**src/rtl/riscv_pkg.sv**
```systemverilog
// riscv_pkg: shared RV opcodes, NOP encoding and fetch FSM states
package riscv_pkg;
    localparam logic [6:0] OPCODE_R      = 7'b0110011;
    localparam logic [6:0] OPCODE_I      = 7'b0010011;
    localparam logic [6:0] OPCODE_LOAD   = 7'b0000011;
    localparam logic [6:0] OPCODE_STORE  = 7'b0100011;
    localparam logic [6:0] OPCODE_BRANCH = 7'b1100011;
    localparam logic [6:0] OPCODE_LUI    = 7'b0110111;
    localparam logic [6:0] OPCODE_JAL    = 7'b1101111;
    localparam logic [6:0] OPCODE_JALR   = 7'b1100111;
    localparam logic [31:0] INSTR_NOP    = 32'h00000013;
    typedef enum logic [1:0] {REQ, WAIT, DROP} fetch_state_t;
endpackage

```
**src/rtl/instr_fetch_unit_if.sv**
```systemverilog
// instr_fetch_unit_if: imem request/response, redirect and decode handshake bundle
interface instr_fetch_unit_if #(parameter int XLEN = 64);
    logic            imem_req_valid;
    logic            imem_req_ready;
    logic [XLEN-1:0] imem_req_addr;
    logic            imem_resp_valid;
    logic [31:0]     imem_resp_data;
    logic            redirect_valid;
    logic [XLEN-1:0] redirect_pc;
    logic            id_valid;
    logic            id_ready;
    logic [XLEN-1:0] id_pc;
    logic [31:0]     id_instr;
    logic [6:0]      id_opcode;
    modport master (
        output imem_req_valid, imem_req_addr, id_valid, id_pc, id_instr, id_opcode,
        input  imem_req_ready, imem_resp_valid, imem_resp_data, redirect_valid, redirect_pc, id_ready
    );
    modport slave (
        input  imem_req_valid, imem_req_addr, id_valid, id_pc, id_instr, id_opcode,
        output imem_req_ready, imem_resp_valid, imem_resp_data, redirect_valid, redirect_pc, id_ready
    );
endinterface

```
**src/rtl/instr_fetch_unit_fifo.sv**
```systemverilog
// fetch_fifo: small instruction buffer with flush; head is visible combinationally
module fetch_fifo #(
    parameter int WIDTH = 96,
    parameter int DEPTH = 2,
    localparam int AW = $clog2(DEPTH)
) (
    input  logic             clk,
    input  logic             rst_n,
    input  logic             push,
    input  logic             pop,
    input  logic             flush,
    input  logic [WIDTH-1:0] din,
    output logic [WIDTH-1:0] dout,
    output logic [AW:0]      count,
    output logic             full,
    output logic             empty
);
    logic [WIDTH-1:0] mem [DEPTH];
    logic [AW-1:0]    rd, wr;
    assign dout  = mem[rd];
    assign full  = count == (AW+1)'(DEPTH);
    assign empty = count == '0;
    always_ff @(posedge clk or negedge rst_n) begin
        if (!rst_n) begin
            rd    <= '0;
            wr    <= '0;
            count <= '0;
            for (int i = 0; i < DEPTH; i++) mem[i] <= '0;
        end else if (flush) begin
            rd    <= '0;
            wr    <= '0;
            count <= '0;
        end else begin
            if (push) mem[wr] <= din;
            wr    <= wr + AW'(push);
            rd    <= rd + AW'(pop);
            count <= count + (AW+1)'(push) - (AW+1)'(pop);
        end
    end
endmodule

```
**src/rtl/instr_fetch_unit.sv**
```systemverilog
// instr_fetch_unit: PC owner issuing single-outstanding imem fetches into a decode-facing FIFO
module instr_fetch_unit
    import riscv_pkg::*;
#(
    parameter int              XLEN       = 64,
    parameter logic [XLEN-1:0] RESET_PC   = '0,
    parameter int              FIFO_DEPTH = 2,
    localparam int             AW         = $clog2(FIFO_DEPTH)
) (
    input logic                clk,
    input logic                rst_n,
    instr_fetch_unit_if.master bus
);
    fetch_state_t     state;
    logic             run, hs, push, pop, full, empty;
    logic [XLEN-1:0]  pc, req_pc;
    logic [AW:0]      count;
    logic [XLEN+31:0] head;
    // run holds requests off until the first edge after reset release
    assign bus.imem_req_valid = run && state == REQ && count < (AW+1)'(FIFO_DEPTH) && !bus.redirect_valid;
    assign bus.imem_req_addr  = pc;
    assign hs   = bus.imem_req_valid && bus.imem_req_ready;
    assign push = state == WAIT && bus.imem_resp_valid && !bus.redirect_valid;
    assign pop  = !empty && bus.id_ready && !bus.redirect_valid;
    assign bus.id_valid  = !empty;
    assign bus.id_pc     = head[XLEN+31:32];
    assign bus.id_instr  = head[31:0];
    assign bus.id_opcode = head[6:0];
    fetch_fifo #(.WIDTH(XLEN+32), .DEPTH(FIFO_DEPTH)) u_fifo (
        .clk(clk), .rst_n(rst_n), .push(push), .pop(pop), .flush(bus.redirect_valid),
        .din({req_pc, bus.imem_resp_data}), .dout(head), .count(count), .full(full), .empty(empty)
    );
    always_ff @(posedge clk or negedge rst_n) begin
        if (!rst_n) begin
            state  <= REQ;
            run    <= 1'b0;
            pc     <= RESET_PC;
            req_pc <= '0;
        end else begin
            run    <= 1'b1;
            pc     <= bus.redirect_valid ? bus.redirect_pc & ~XLEN'(3) : hs ? pc + XLEN'(4) : pc;
            req_pc <= hs ? pc : req_pc;
            // a redirect with no response pending in WAIT leaves one stale response to swallow
            state  <= state == REQ ? (hs ? WAIT : REQ)
                    : bus.imem_resp_valid ? REQ
                    : bus.redirect_valid ? DROP : state;
        end
    end
    assert property (@(posedge clk) disable iff (!rst_n) !(push && full));
endmodule
```
**src/flat_wrapper.sv**
```systemverilog
// flat-port wrapper written by rule: the top's interface ports become plain ports
module instr_fetch_unit_flat import riscv_pkg::*;
#(
    parameter int              XLEN       = 64,
    parameter logic [XLEN-1:0] RESET_PC   = '0,
    parameter int              FIFO_DEPTH = 2,
    localparam int             AW         = $clog2(FIFO_DEPTH)
)
  (clk, rst_n, bus_imem_req_valid, bus_imem_req_addr, bus_id_valid, bus_id_pc, bus_id_instr, bus_id_opcode, bus_imem_req_ready, bus_imem_resp_valid, bus_imem_resp_data, bus_redirect_valid, bus_redirect_pc, bus_id_ready);
  instr_fetch_unit_if #(.XLEN(XLEN)) bus_i ();
  input logic clk;
  input logic rst_n;
  output wire logic [$bits(bus_i.imem_req_valid)-1:0] bus_imem_req_valid;
  output wire logic [$bits(bus_i.imem_req_addr)-1:0] bus_imem_req_addr;
  output wire logic [$bits(bus_i.id_valid)-1:0] bus_id_valid;
  output wire logic [$bits(bus_i.id_pc)-1:0] bus_id_pc;
  output wire logic [$bits(bus_i.id_instr)-1:0] bus_id_instr;
  output wire logic [$bits(bus_i.id_opcode)-1:0] bus_id_opcode;
  input wire logic [$bits(bus_i.imem_req_ready)-1:0] bus_imem_req_ready;
  input wire logic [$bits(bus_i.imem_resp_valid)-1:0] bus_imem_resp_valid;
  input wire logic [$bits(bus_i.imem_resp_data)-1:0] bus_imem_resp_data;
  input wire logic [$bits(bus_i.redirect_valid)-1:0] bus_redirect_valid;
  input wire logic [$bits(bus_i.redirect_pc)-1:0] bus_redirect_pc;
  input wire logic [$bits(bus_i.id_ready)-1:0] bus_id_ready;
  assign bus_imem_req_valid = bus_i.imem_req_valid;
  assign bus_imem_req_addr = bus_i.imem_req_addr;
  assign bus_id_valid = bus_i.id_valid;
  assign bus_id_pc = bus_i.id_pc;
  assign bus_id_instr = bus_i.id_instr;
  assign bus_id_opcode = bus_i.id_opcode;
  assign bus_i.imem_req_ready = bus_imem_req_ready;
  assign bus_i.imem_resp_valid = bus_imem_resp_valid;
  assign bus_i.imem_resp_data = bus_imem_resp_data;
  assign bus_i.redirect_valid = bus_redirect_valid;
  assign bus_i.redirect_pc = bus_redirect_pc;
  assign bus_i.id_ready = bus_id_ready;
  instr_fetch_unit #(.XLEN(XLEN), .RESET_PC(RESET_PC), .FIFO_DEPTH(FIFO_DEPTH)) u_core (.clk(clk), .rst_n(rst_n), .bus(bus_i));
endmodule
```
**config.mk**
```make
export PLATFORM = sky130hd
export DESIGN_NAME = instr_fetch_unit_flat
export DESIGN_NICKNAME = d
export VERILOG_FILES = /design/src/rtl/riscv_pkg.sv /design/src/rtl/instr_fetch_unit_if.sv /design/src/rtl/instr_fetch_unit_fifo.sv /design/src/rtl/instr_fetch_unit.sv /design/src/flat_wrapper.sv
export SDC_FILE = /design/constraint.sdc
export NUM_CORES = 1
export LEC_CHECK = 0
export ABC_AREA = 1
export CELL_PAD_IN_SITES_DETAIL_PLACEMENT = 1
export CELL_PAD_IN_SITES_GLOBAL_PLACEMENT = 1
export CORE_MARGIN = 8
export CORE_UTILIZATION = 40
export CTS_BUF_LIST = sky130_fd_sc_hd__clkbuf_2
export DETAILED_ROUTE_END_ITERATION = 8
export PLACE_DENSITY = 0.81
export SYNTH_ARGS = -nofsm -noshare
export SYNTH_HDL_FRONTEND = slang
export SYNTH_SLANG_ARGS = --single-unit
```
**constraint.sdc**
```tcl
create_clock -name clk -period 2.4 [get_ports clk]
set_clock_uncertainty 0.1 [all_clocks]
set_input_delay 0.36 -clock clk [delete_from_list [all_inputs] [get_ports clk]]
set_output_delay 0.36 -clock clk [all_outputs]
set_load 0.02 [all_outputs]
```
# == Yosys cells after proc, flatten, opt, wreduce, memory -nomap -nowiden ==
# Index checks and enable logic that the tools add are counted.
# op_classes
add_sub_neg,5
n_lt_le_gt_ge,4
n_eq_ne,1
n_mux,15
bitwise_logic,3
reduce_logical,16
# op_table
cell,count
96-bit two-way mux,4
192-bit bitwise mux,1
64-bit two-way mux,2
96-bit demux with 1-bit select,1
64-bit by 3-bit adder with 64-bit output (second input constant),1
1-bit logical AND,9
2-bit two-way mux,4
2-bit greater-or-equal comparator (second input constant),2
2-bit zero test,2
1-bit NOT with 2-bit output,2
1-bit two-way mux,3
3-bit nonzero test,1
1-bit adder,2
2-bit by 1-bit adder with 2-bit output,1
2-bit by 1-bit equality test with 1-bit output (second input constant),1
1-bit zero test,2
2-bit by 1-bit < comparator with 1-bit output (second input constant),1
2-bit < comparator (second input constant),1
2-bit AND reduction,1
2-bit nonzero test,1
2-bit by 1-bit subtractor with 2-bit output,1
1-bit NOT,1
# word_totals
regBits,327
inputBits,102
output_inout_bits,169
word_cells,53

# == Logic depth before layout (Yosys ltp) ==
# Gate-level depths: netlist of run 1.
# depth
word_depth,7
depth_mapped,12
ltp_nobuf,10

# == Hierarchy ==
# A second synthesis of run 1 with hierarchy kept.
# unflattened
cells_unflattened,1975
hier_area_um2,16577.1
# by_module_without_submodules
mod,instances,cells_each,area_each_um2,seq_area_each_um2
fetch_fifo,1,848,9043.7,4904.7
instr_fetch_unit,1,1127,7533.5,3178.0

# == Worst setup path after synthesis of run 1 ==
# No wires, ideal clock.
# synth_timing
path_type,input-to-reg
startpoint,input port bus_redirect_valid
endpoint,register u_core.u_fifo.mem[74] (netlist bit)
setup_ns,0.137
t_arrival_ns,2.067
t_required_ns,2.163
path_slack_ns,0.096
path_stages,11
n_path_buf,6
cell_sequence,buf_2 buf_1 nor2_1 nand3_1 inv_1 ha_1 clkbuf_1 buf_2 buf_2 buf_1 a21oi_1
# synth_between
elab_chain_cells,3
word_cells_on_any_way,4
cone_classes,bitwise (1); reduce/logical (3)
# synth_lines
element,line_no,source
from (decl),flat_wrapper.sv:22,input wire logic [$bits(bus_i.redirect_valid)-1:0] bus_redirect_valid;
1-bit zero test,instr_fetch_unit.sv:23,assign push = state == WAIT && bus.imem_resp_valid && !bus.redirect_valid;
1-bit logical AND,instr_fetch_unit.sv:23,
2-bit AND reduction (no source line) *,--,
"to (signal, indexed assignment)",instr_fetch_unit_fifo.sv:34,if (push) mem[wr] <= din;
to (decl),instr_fetch_unit_fifo.sv:18,logic [WIDTH-1:0] mem [DEPTH];
# Mark *: on every way between the ends. The rest lies on a longest branch, timed or not.
# A chain may end at the register's enable or synchronous reset.

# == Worst setup path in the final report of run 1 ==
# layout_timing
startpoint,register u_core.u_fifo.rd
endpoint,output port bus_id_instr[2]
# layout_between
elab_chain_cells,4
# layout_lines
element,line_no,source
from (decl),instr_fetch_unit_fifo.sv:19,"logic [AW-1:0] rd, wr;"
from (signal assigned),instr_fetch_unit_fifo.sv:36,rd <= rd + AW'(pop);
1-bit NOT with 2-bit output (not written as such),instr_fetch_unit_fifo.sv:20,assign dout = mem[rd];
96-bit two-way mux (not written as such) (3 in a row),instr_fetch_unit_fifo.sv:20,
to (decl),flat_wrapper.sv:17,output wire logic [$bits(bus_i.id_instr)-1:0] bus_id_instr;
# No other way between the ends. The select of a mux whose other input is x is not followed.

==> impl_metrics.tcl, run 1 <==
set metrics [dict create \
    worst_ep_arrival_time_ns 2.25 \
    netlist_top_cells_area "dfrtp_1 51%, nand2_1 13%, o21ai_0 7.9%" \
    hold_class "input port to flop" \
    worst_setup_path_start_kind "flop" \
    drt_iter0_markers 848 \
    relSlewSlack 0.483 \
    postLayoutCellArea_sq_mm 0.0209 \
    num_rows 72 \
    die_area_sq_mm 0.0456 \
    ys.flop_type "dfrtp_1" \
    violations "negative setup slack" \
    core_area_sq_mm 0.0386 \
    cp_top_family "buffers and inverters" \
    powerDensity_mw_per_mm2 763 \
    drive_above_1_share 0.186 \
    ys_seq_area_frac 0.511 \
    synth_top_area_frac 0.511 \
    cp_max_fo 31 \
    io_pins 271 \
    dieHeight_um 214 \
    grt_pass1_vias 16600 \
    h-tree-depth 3 \
    syn_to_final_growth_pct 34.0 \
    outcome "complete, but fails checks" \
    syn_inst 1969 \
    hold_ws_ns 0.0949 \
    gp_congestion 0.899 \
    io_buffer_count 264 \
    fillers 4726 \
    cts_tree "yes" \
    grt_pass1_wl_um 93300 \
    netlist-cell-type-count 33 \
    post-route-period-util 1.13 \
    first_pass_iters 5 \
    cp.required_ns 1.94 \
    track_usage 0.262 \
    syn_avg_cell_area_sq_um 7.93 \
    crit_type "flop to output pin" \
    grt_max_degree 73 \
    vias_per_cell 5.21 \
    tightest_slew_ns 0.775 \
    start_util 0.405 \
    yosysWarnings 0 \
    clk_path_buf_depth 3 \
    drv_slew 0 \
    ant_nets 0 \
    hold_violations 0 \
    placed_cell_area_sq_mm 0.0191 \
    clkTransAtPathRegs_ns 0.11 \
    dp_cells 2706 \
    numCtsBuffers 85 \
    total_power_mw 16.0 \
    clk_latency_ns 0.97 \
    ys_async_sr_fraction 1.00 \
    min_period_ns 2.71 \
    setup_viol 101 \
    syn_area_sq_mm 0.0156 \
    ys_ff_latch 319 \
    remaining_drc_errors 0 \
    crit_buf_inv 3 \
    yosysTopAreaCell "dfrtp_1" \
    critPathCaptureType "output pin" \
    routed_wl_um 62200 \
    cts.sinks 319 \
    overflow 0 \
    antenna_found_initial 1 \
    vias 15300 \
    slowest_delay_ns 0.52 \
    nets 2480 \
    timing.setup.tns_ns -19.32 \
    rsz0062_at_grt "yes" \
    utilization 0.543 \
    wl_per_cell_um 21.1 \
    maxCapViolCount 0 \
    fmax_ghz 0.370 \
    power.leakage_nw 10.2 \
    die_w_um 214 \
    layout.cells.non_filler 2944 \
    ctsRootBufferMaster "clkbuf_2" \
    setup_ws_ns -0.305 \
    ir_drop_mv 0.255 \
    crit_path_top_delay_cell "dfrtp_4" \
    hpwl_um 41800 \
    dpl_worst_slack_ns 0.0589 \
    crit_chain "buf_12 > clkbuf_16 > o21ai_2 > buf_4" \
    synth_edf_count 0 \
]
## path summary, 6_finish.rpt
path | endpoint | cells after the start | slack (ns) | startpoint
worst max-delay path | bus_id_instr[2] | 4 | -0.31 | u_core.u_fifo.rd$_DFF_PN0_
max in group asynchronous | u_core.u_fifo.mem[3]$_DFFE_PN0P_ | 4 | 1.28 | rst_n
worst min-delay path | u_core.bus.imem_req_addr[62]$_DFFE_PN0P_ | 5 | 0.09 | bus_redirect_pc[62]
min in group asynchronous | u_core.bus.imem_req_addr[21]$_DFFE_PN0P_ | 4 | 0.47 | rst_n
worst min register to register | u_core.u_fifo.mem[175]$_DFFE_PN0P_ | 2 | 0.36 | u_core.req_pc[47]$_DFFE_PN0P_
worst max register to register | u_core.bus.imem_req_addr[52]$_DFFE_PN0P_ | 8 | 0.19 | u_core.bus.imem_req_addr[2]$_DFFE_PN0P_
## worst register-to-register path: cells and delay by family (launching register included)
family / cells / cell delay, ns
buf+inv: 1 / 0.09
simple gates: 6 / 1.12
flops: 1 / 0.46
fa+ha+maj: 1 / 0.26
## cell type report
class,instances,area [sq um],share of cell area
Tap cell,518,648,0.0310
Clock buffer,122,611,0.0292
Inverter,234,881,0.0421
Multi-Input combinational cell,1316,6580,0.314
Clock inverter,17,67.6,0.00323
Antenna cell,1,2.50,0.000120
Sequential cell,319,8010,0.383
Timing Repair Buffer,417,4140,0.198
## per-layer routing
| layer | share of wire | vias to the layer above | routed length [um] | GRT usage |
|---|---|---|---|---|
| li1 | - | 7063 | - | - |
| met1 | 0.42 | 7681 | 26200 | 0.328 |
| met2 | 0.49 | 455 | 30600 | 0.447 |
| met3 | 0.053 | 129 | 3300 | 0.0471 |
| met4 | 0.034 | 0 | 2130 | 0.104 |
| met5 | 0 | - | 0 | 0 |
## power by group
part / total (mW) / leakage (nW) / switching [mW] / internal [mW]
registers: 7.03 / 3.98 / 0.664 / 6.36
clock network: 3.71 / 0.540 / 2.37 / 1.34
logic: 5.23 / 5.64 / 3.15 / 2.08
total: 16.0 / 10.2 / 6.19 / 9.77
## layout by cell type, fill, tap and decap left out, types with 4 or more instances in the layout
cell type / count
nand2_1: 552
dfrtp_1: 302
inv_1: 231
nor2_1: 185
o21ai_0: 174
clkbuf_2: 124
nand3_1: 122
buf_4: 107
clkdlybuf4s50_1: 97
dlygate4sd3_1: 89
mux2_2: 65
a21oi_1: 59
dlygate4sd2_1: 50
o21ai_1: 38
buf_6: 27
o21ai_2: 22
buf_12: 17
dfrtp_2: 16
o21ai_4: 14
clkinv_1: 14
nand2_2: 13
nand3b_1: 11
clkdlybuf4s15_2: 9
nor2_2: 8
xor2_1: 7
o21bai_1: 7
nand4_1: 7
o211ai_1: 7
clkdlybuf4s15_1: 7
xnor2_1: 6
conb_1: 5
inv_2: 4
buf_2: 4
## state kept, by name, indices dropped and copies added (netlist names)
register                  count
u_core.bus.imem_req_addr     62
u_core.u_fifo.count           2
u_core.run                    1
u_core.u_fifo.mem           188
u_core.u_fifo.wr              1
u_core.u_fifo.rd              1
u_core.state                  2
u_core.req_pc                62
## cell usage after synthesis (2+ instances only)
master / instances
buf_1: 6
buf_2: 31
o211ai_1: 7
nand2_1: 561
xor2_1: 7
ha_1: 5
nor2_1: 186
buf_6: 3
mux2_2: 65
buf_4: 11
o21ai_0: 247
a21oi_1: 59
nor2_4: 3
conb_1: 2
inv_1: 231
clkbuf_1: 52
nand3b_1: 11
nand3_1: 122
o21bai_1: 7
nand4_1: 7
xnor2_1: 6
nand2_2: 5
dfrtp_1: 319
nor2_2: 7
## repair_timing
item / CTS / global route
setup endpoints to repair: 165 / 113
pin swaps: 1 / 4
hold buffers: 90 / 0
endpoints found under the hold margin: 440 / 0
buffers inserted: 3 / 1
resized for setup: 770 / 73
cloned: 0 / 4
## kinds of logic (layout without fill, tap and decap cells)
kind of cell,Yosys count,in the layout,share of synthesized area
flip-flops,319,319,0.511
adder cells (fa/ha/maj),5,5,0.00401
other,2,6,0.000481
AND/OR/NAND/NOR,907,907,0.238
buffers and inverters,337,790,0.0877
XOR/XNOR,13,13,0.00729
multiplexers,65,65,0.0469
AO/OA/AOI/OAI,321,321,0.105
Power figures use the tool's default switching activity.
==> run 2: changes to the inputs <==
--- a/config.mk
+++ b/config.mk
@@ -9,10 +9,10 @@
 export CELL_PAD_IN_SITES_DETAIL_PLACEMENT = 1
 export CELL_PAD_IN_SITES_GLOBAL_PLACEMENT = 1
 export CORE_MARGIN = 8
-export CORE_UTILIZATION = 40
-export CTS_BUF_LIST = sky130_fd_sc_hd__clkbuf_2
+export CORE_UTILIZATION = 39
+export CTS_CLUSTER_DIAMETER = 80
 export DETAILED_ROUTE_END_ITERATION = 8
-export PLACE_DENSITY = 0.81
+export PLACE_DENSITY = 0.79
 export SYNTH_ARGS = -nofsm -noshare
 export SYNTH_HDL_FRONTEND = slang
 export SYNTH_SLANG_ARGS = --single-unit
==> run 2 against run 1 <==
  * Clock power rose by 55%
  * Via count shrank 6.7%
  * First-iteration DRC count is 9.3% higher
  * Sequential cell count unchanged
  * Non-clock buffer count is 104 lower
  * Critical path depth fell by 1
  * Hold slack better by 0.018 ns
  * Sequential power is essentially flat
  * Die area is 2.4% higher
  * Routed wire length decreased by 11%
  * Highest routed layer unchanged
  * Combinational power shrank 12%
  * Global-route usage decreased by 2.8 points
  * The flow now finishes without violations
==> impl_metrics.tcl, run 2 (synthesized netlist as in run 1, its figures left out) <==
set metrics [dict create \
    outcome "complete, no violations" \
    cp.required_ns 1.94 \
    overflow 0 \
    drt_iter0_markers 927 \
    core_area_sq_mm 0.0396 \
    post-route-period-util 0.977 \
    critPathCaptureType "output pin" \
    min_path_cells 3 \
    gp_congestion 0.890 \
    final_cell_mix "561 x nand2_1, 318 x dfrtp_1, 231 x inv_1" \
    placed_cell_area_sq_mm 0.0191 \
    regToRegEndpoint "u_core.bus.imem_req_addr[46]$_DFFE_PN0P_" \
    cts_tree "yes" \
    cts.sinks 319 \
    clk_latency_ns 0.55 \
    num_rows 73 \
    setup_viol 0 \
    routed_wl_um 55200 \
    maxCapViolCount 0 \
    crit_path_top_delay_cell "dfrtp_4" \
    powerDensity_mw_per_mm2 858 \
    drv_slew 0 \
    worst_ep_arrival_time_ns 1.89 \
    ctsRootBufferMaster "clkbuf_16" \
    crit_chain "buf_12 > o21ai_1 > clkdlybuf4s15_1" \
    wl_per_cell_um 19.9 \
    clkTransAtPathRegs_ns 0.06 \
    cp_max_fo 47 \
    setup_ws_ns 0.0547 \
    layout_commonest_cell "nand2_1" \
    min_to "u_core.state[1]$_DFFE_PN0P_" \
    nets 2327 \
    drive_above_1_share 0.118 \
    worst_setup_path_start_kind "flop" \
    io_buffer_count 264 \
    ant_nets 0 \
    die_w_um 216 \
    largest_reg_flops 188 \
    ir_drop_mv 0.363 \
    track_usage 0.234 \
    grt_pass1_vias 15300 \
    first_pass_iters 4 \
    grt_max_degree 85 \
    top_register "u_core.u_fifo.mem" \
    rrSetupSlack_ns 0.21 \
    min-delay-start "bus_redirect_valid" \
    slowest_delay_ns 0.55 \
    h-tree-depth 2 \
    rr_worst_depth 8 \
    power.leakage_nw 9.52 \
    antenna_found_initial 0 \
    fmax_ghz 0.426 \
    start_util 0.394 \
    rsz0062_at_grt "yes" \
    tightest_slew_ns 0.784 \
    crit_buf_inv 2 \
    cp_top_family "flip-flops" \
    diodes 0 \
    grt_pass1_wl_um 86800 \
    clk_path_buf_depth 3 \
    startpoint "u_core.u_fifo.rd$_DFF_PN0_" \
    crit_type "flop to output pin" \
    hpwl_um 41000 \
    vias 14300 \
    dp_cells 2706 \
    relSlewSlack 0.477 \
    syn_to_final_growth_pct 29.5 \
    postLayoutCellArea_sq_mm 0.0202 \
    die_area_sq_mm 0.0467 \
    hold_class "input port to flop" \
    dieHeight_um 216 \
    post_cts_buffers 0 \
    dpl_worst_slack_ns 0.0321 \
    r2r_start "u_core.bus.imem_req_addr[3]$_DFFE_PN0P_" \
    layout.cells.non_filler 2771 \
    min_period_ns 2.35 \
    numCtsBuffers 36 \
    utilization 0.510 \
    hold_violations 0 \
    io_pins 271 \
    remaining_drc_errors 0 \
    vias_per_cell 5.16 \
]
==> run 2: cell count changes in the layout (fill, tap and decap cells not counted), moves of 23 or more <==
cell / change
clkbuf_2: -101
dlygate4sd3_1: -88
buf_4: -79
clkdlybuf4s50_1: +62
clkdlybuf4s15_2: +34
clkbuf_16: +33
o21ai_0: +33
buf_6: -27
dlygate4sd2_1: -23
==> run 2: what timing repair did <==
item | CTS | global route
resized for setup | 262 | 72
endpoints found under the setup margin | 102 | 46
gates cloned | 0 | 0
hold buffers | 1 | 0
endpoints found under the hold margin | 73 | 0
==> run 2: worst register-to-register path: stages, from the launching register on <==
cell,delay [ns]
dfrtp_1,0.44
ha_1,0.25
inv_1,0.07
nor2_2,0.21
nand2_2,0.15
nor2_2,0.25
nand2_1,0.18
o21ai_0,0.27
nand3b_1,0.14
==> run 2: worst max-delay path by stage <==
stage	to	slack, ns	cells after the start
after detailed placement	u_core.u_fifo.mem[0]$_DFFE_PN0P_	0.03	6
after global routing	bus_id_pc[37]	-0.008	5
after CTS	bus_id_pc[23]	-0.06	3
final	bus_id_instr[29]	0.05	3
after global placement	u_core.u_fifo.mem[15]$_DFFE_PN0P_	0.09	6
after floorplan	u_core.u_fifo.mem[74]$_DFFE_PN0P_	0.1	11
==> run 2: area by class of cell <==
| type | count | area, sq um |
|---|---|---|
| Inverter | 234 | 881 |
| Timing Repair Buffer | 313 | 3180 |
| Clock inverter | 14 | 203 |
| Tap cell | 525 | 657 |
| Fill cell | 4774 | 19400 |
| Multi-Input combinational cell | 1316 | 6310 |
| Sequential cell | 319 | 7990 |
| Clock buffer | 50 | 1010 |
==> run 2: routing by layer <==
layer  track usage  up-vias  share of wire
li1              -     6694              -
met1         0.313     7167           0.45
met2         0.378      340           0.46
met3        0.0384      101          0.043
met4        0.0917        0          0.041
met5             0        -              0
==> run 2: where the power goes <==
part | total, mW | internal (mW) | switching, mW
combinational | 4.59 | 1.75 | 2.84
sequential | 7.02 | 6.37 | 0.648
clock | 5.74 | 3.41 | 2.33
total | 17.3 | 11.5 | 5.82
==> run 2: metrics by stage <==
stage                     setup TNS (ns)  hold slack (ns)  total power, mW
after CTS                        -0.0702           0.0873             17.6
after floorplan                        0          -0.0356             9.33
after detailed placement               0            0.182             12.1
after global placement                 0            0.180             11.8
after global routing            -0.00802            0.122             18.2
final                                  0            0.113             17.3
==> run 3: changes to the inputs <==
--- a/config.mk
+++ b/config.mk
@@ -12,6 +12,7 @@
 export CORE_UTILIZATION = 39
 export CTS_CLUSTER_DIAMETER = 80
 export DETAILED_ROUTE_END_ITERATION = 8
+export GPL_ROUTABILITY_DRIVEN = 0
 export PLACE_DENSITY = 0.79
 export SYNTH_ARGS = -nofsm -noshare
 export SYNTH_HDL_FRONTEND = slang
==> run 3 against run 2 <==
  * Die area stayed put
  * Total power decreased by 0.81%
  * Count of clock-buffer cells in the layout decreased by 1
  * Routed wire length fell by 0.30%
  * Non-clock buffer count decreased by 4
  * Sequential power hardly changed
  * Critical path type unchanged
  * Largest cell class unchanged
==> impl_metrics.tcl, run 3 (synthesized netlist as in run 1, its figures left out) <==
set metrics [dict create \
    min_to "u_core.state[1]$_DFFE_PN0P_" \
    rrSetupSlack_ns 0.20 \
    syn_to_final_growth_pct 28.7 \
    outcome "complete, no violations" \
    clkTransAtPathRegs_ns 0.06 \
    setup_ws_ns 0.0341 \
    track_usage 0.231 \
    remaining_drc_errors 0 \
    ctsRootBufferMaster "clkbuf_16" \
    tightest_slew_ns 0.772 \
    diodes 0 \
    antenna_found_initial 0 \
    total_power_mw 17.2 \
    regToRegEndpoint "u_core.bus.imem_req_addr[62]$_DFFE_PN0P_" \
    dieHeight_um 216 \
    grt_pass1_wl_um 86400 \
    io_pins 271 \
    num_rows 73 \
    grt_pass1_vias 15300 \
    ir_drop_mv 0.426 \
    dpl_worst_slack_ns 0.0281 \
    core_area_sq_mm 0.0396 \
    crit_path_top_delay_cell "dfrtp_4" \
    maxCapViolCount 0 \
    start_util 0.394 \
    power.leakage_nw 9.53 \
    first_pass_iters 5 \
    die_w_um 216 \
    routed_wl_um 55100 \
    nets 2322 \
    cp.required_ns 1.94 \
    fillers 4797 \
    drive_above_1_share 0.131 \
    powerDensity_mw_per_mm2 856 \
    worst_setup_path_start_kind "flop" \
    fmax_ghz 0.423 \
    io_buffer_count 264 \
    hpwl_um 40200 \
    vias_per_cell 5.14 \
    hold_class "input port to flop" \
    critPathCaptureType "output pin" \
    drt_iter0_markers 1009 \
    crit_chain "buf_12 > clkbuf_16 > o21ai_2 > clkdlybuf4s15_2" \
    overflow 0 \
    rsz0062_at_grt "yes" \
    cp_max_fo 32 \
    drv_slew 0 \
    min_period_ns 2.37 \
    slowest_delay_ns 0.51 \
    numCtsBuffers 35 \
    min_path_cells 3 \
    post-route-period-util 0.986 \
    rr_worst_depth 8 \
    hold_ws_ns 0.123 \
    layout_commonest_cell "nand2_1" \
    cts_tree "yes" \
    final_cell_mix "561 x nand2_1, 318 x dfrtp_1, 231 x inv_1" \
    wl_per_cell_um 19.9 \
    top_register "u_core.u_fifo.mem" \
    worst_ep_arrival_time_ns 1.91 \
    crit_type "flop to output pin" \
    vias 14200 \
    relSlewSlack 0.485 \
    h-tree-depth 2 \
    cts.sinks 319 \
    grt_max_degree 87 \
    largest_reg_flops 188 \
    ant_nets 0 \
    hold_violations 0 \
    min-delay-start "bus_redirect_valid" \
    r2r_start "u_core.bus.imem_req_addr[3]$_DFFE_PN0P_" \
    clk_path_buf_depth 3 \
    die_area_sq_mm 0.0467 \
    clk_latency_ns 0.52 \
    setup_viol 0 \
]
==> run 3: timing repair <==
item,CTS,global route
buffers inserted,0,3
hold endpoints to repair,57,0
setup endpoints to repair,102,70
resized for setup,269,174
cloned,0,1
hold buffers,1,0
==> run 3: worst max-delay path by stage <==
stage,from,endpoint,slack [ns],cells after the start
2_1_floorplan,bus_redirect_valid,u_core.u_fifo.mem[74]$_DFFE_PN0P_,0.1,11
3_5_place_dp,bus_imem_resp_valid,u_core.u_fifo.mem[16]$_DFFE_PN0P_,0.03,6
5_1_grt,u_core.u_fifo.rd$_DFF_PN0_,bus_id_pc[29],-0.04,4
3_3_place_gp,bus_imem_resp_valid,u_core.u_fifo.mem[21]$_DFFE_PN0P_,0.06,6
4_1_cts,u_core.u_fifo.rd$_DFF_PN0_,bus_id_instr[16],-0.28,4
6_report,u_core.u_fifo.rd$_DFF_PN0_,bus_id_pc[29],0.03,4
==> run 3: metrics by stage <==
stage	TNS, ns	cells	utilization	instance area (sq um)
final	0	2763	0.507	20100
after global routing	-0.264	2763	0.507	20100
after CTS	-2.80	2759	0.509	20200
after detailed placement	0	2698	0.479	19000
after global placement	0	2698	0.479	19000
after floorplan	0	1972	-	15600
==> run 3: per-layer routing <==
layer  vias up  track usage  share of wire
met2       367        0.382           0.48
li1       6682            -              -
met4         0       0.0861          0.037
met1      7068        0.303           0.44
met3        95       0.0373          0.044
met5         -            0              0
==> run 3: area by class of cell <==
| class | count | area (sq um) | share of cell area |
|---|---|---|---|
| Timing Repair Buffer | 309 | 3030 | 0.151 |
| Multi-Input combinational cell | 1316 | 6380 | 0.318 |
| Tap cell | 525 | 657 | 0.0327 |
| Inverter | 234 | 881 | 0.0438 |
| Clock buffer | 49 | 1010 | 0.0503 |
| Clock inverter | 11 | 159 | 0.00790 |
| Sequential cell | 319 | 7990 | 0.397 |
==> run 3: worst max-delay path, delay by kind of cell, from the launching register on <==
kind	cells	cell delay, ns
buffers and inverters	3	0.65
flip-flops	1	0.51
AO/OA/AOI/OAI	1	0.22
==> run 3: power breakdown <==
group          leakage, nW  internal, mW  switching [mW]
Sequential            4.00          6.37           0.679
Clock                0.579          3.37            2.21
Combinational         4.95          1.70            2.88
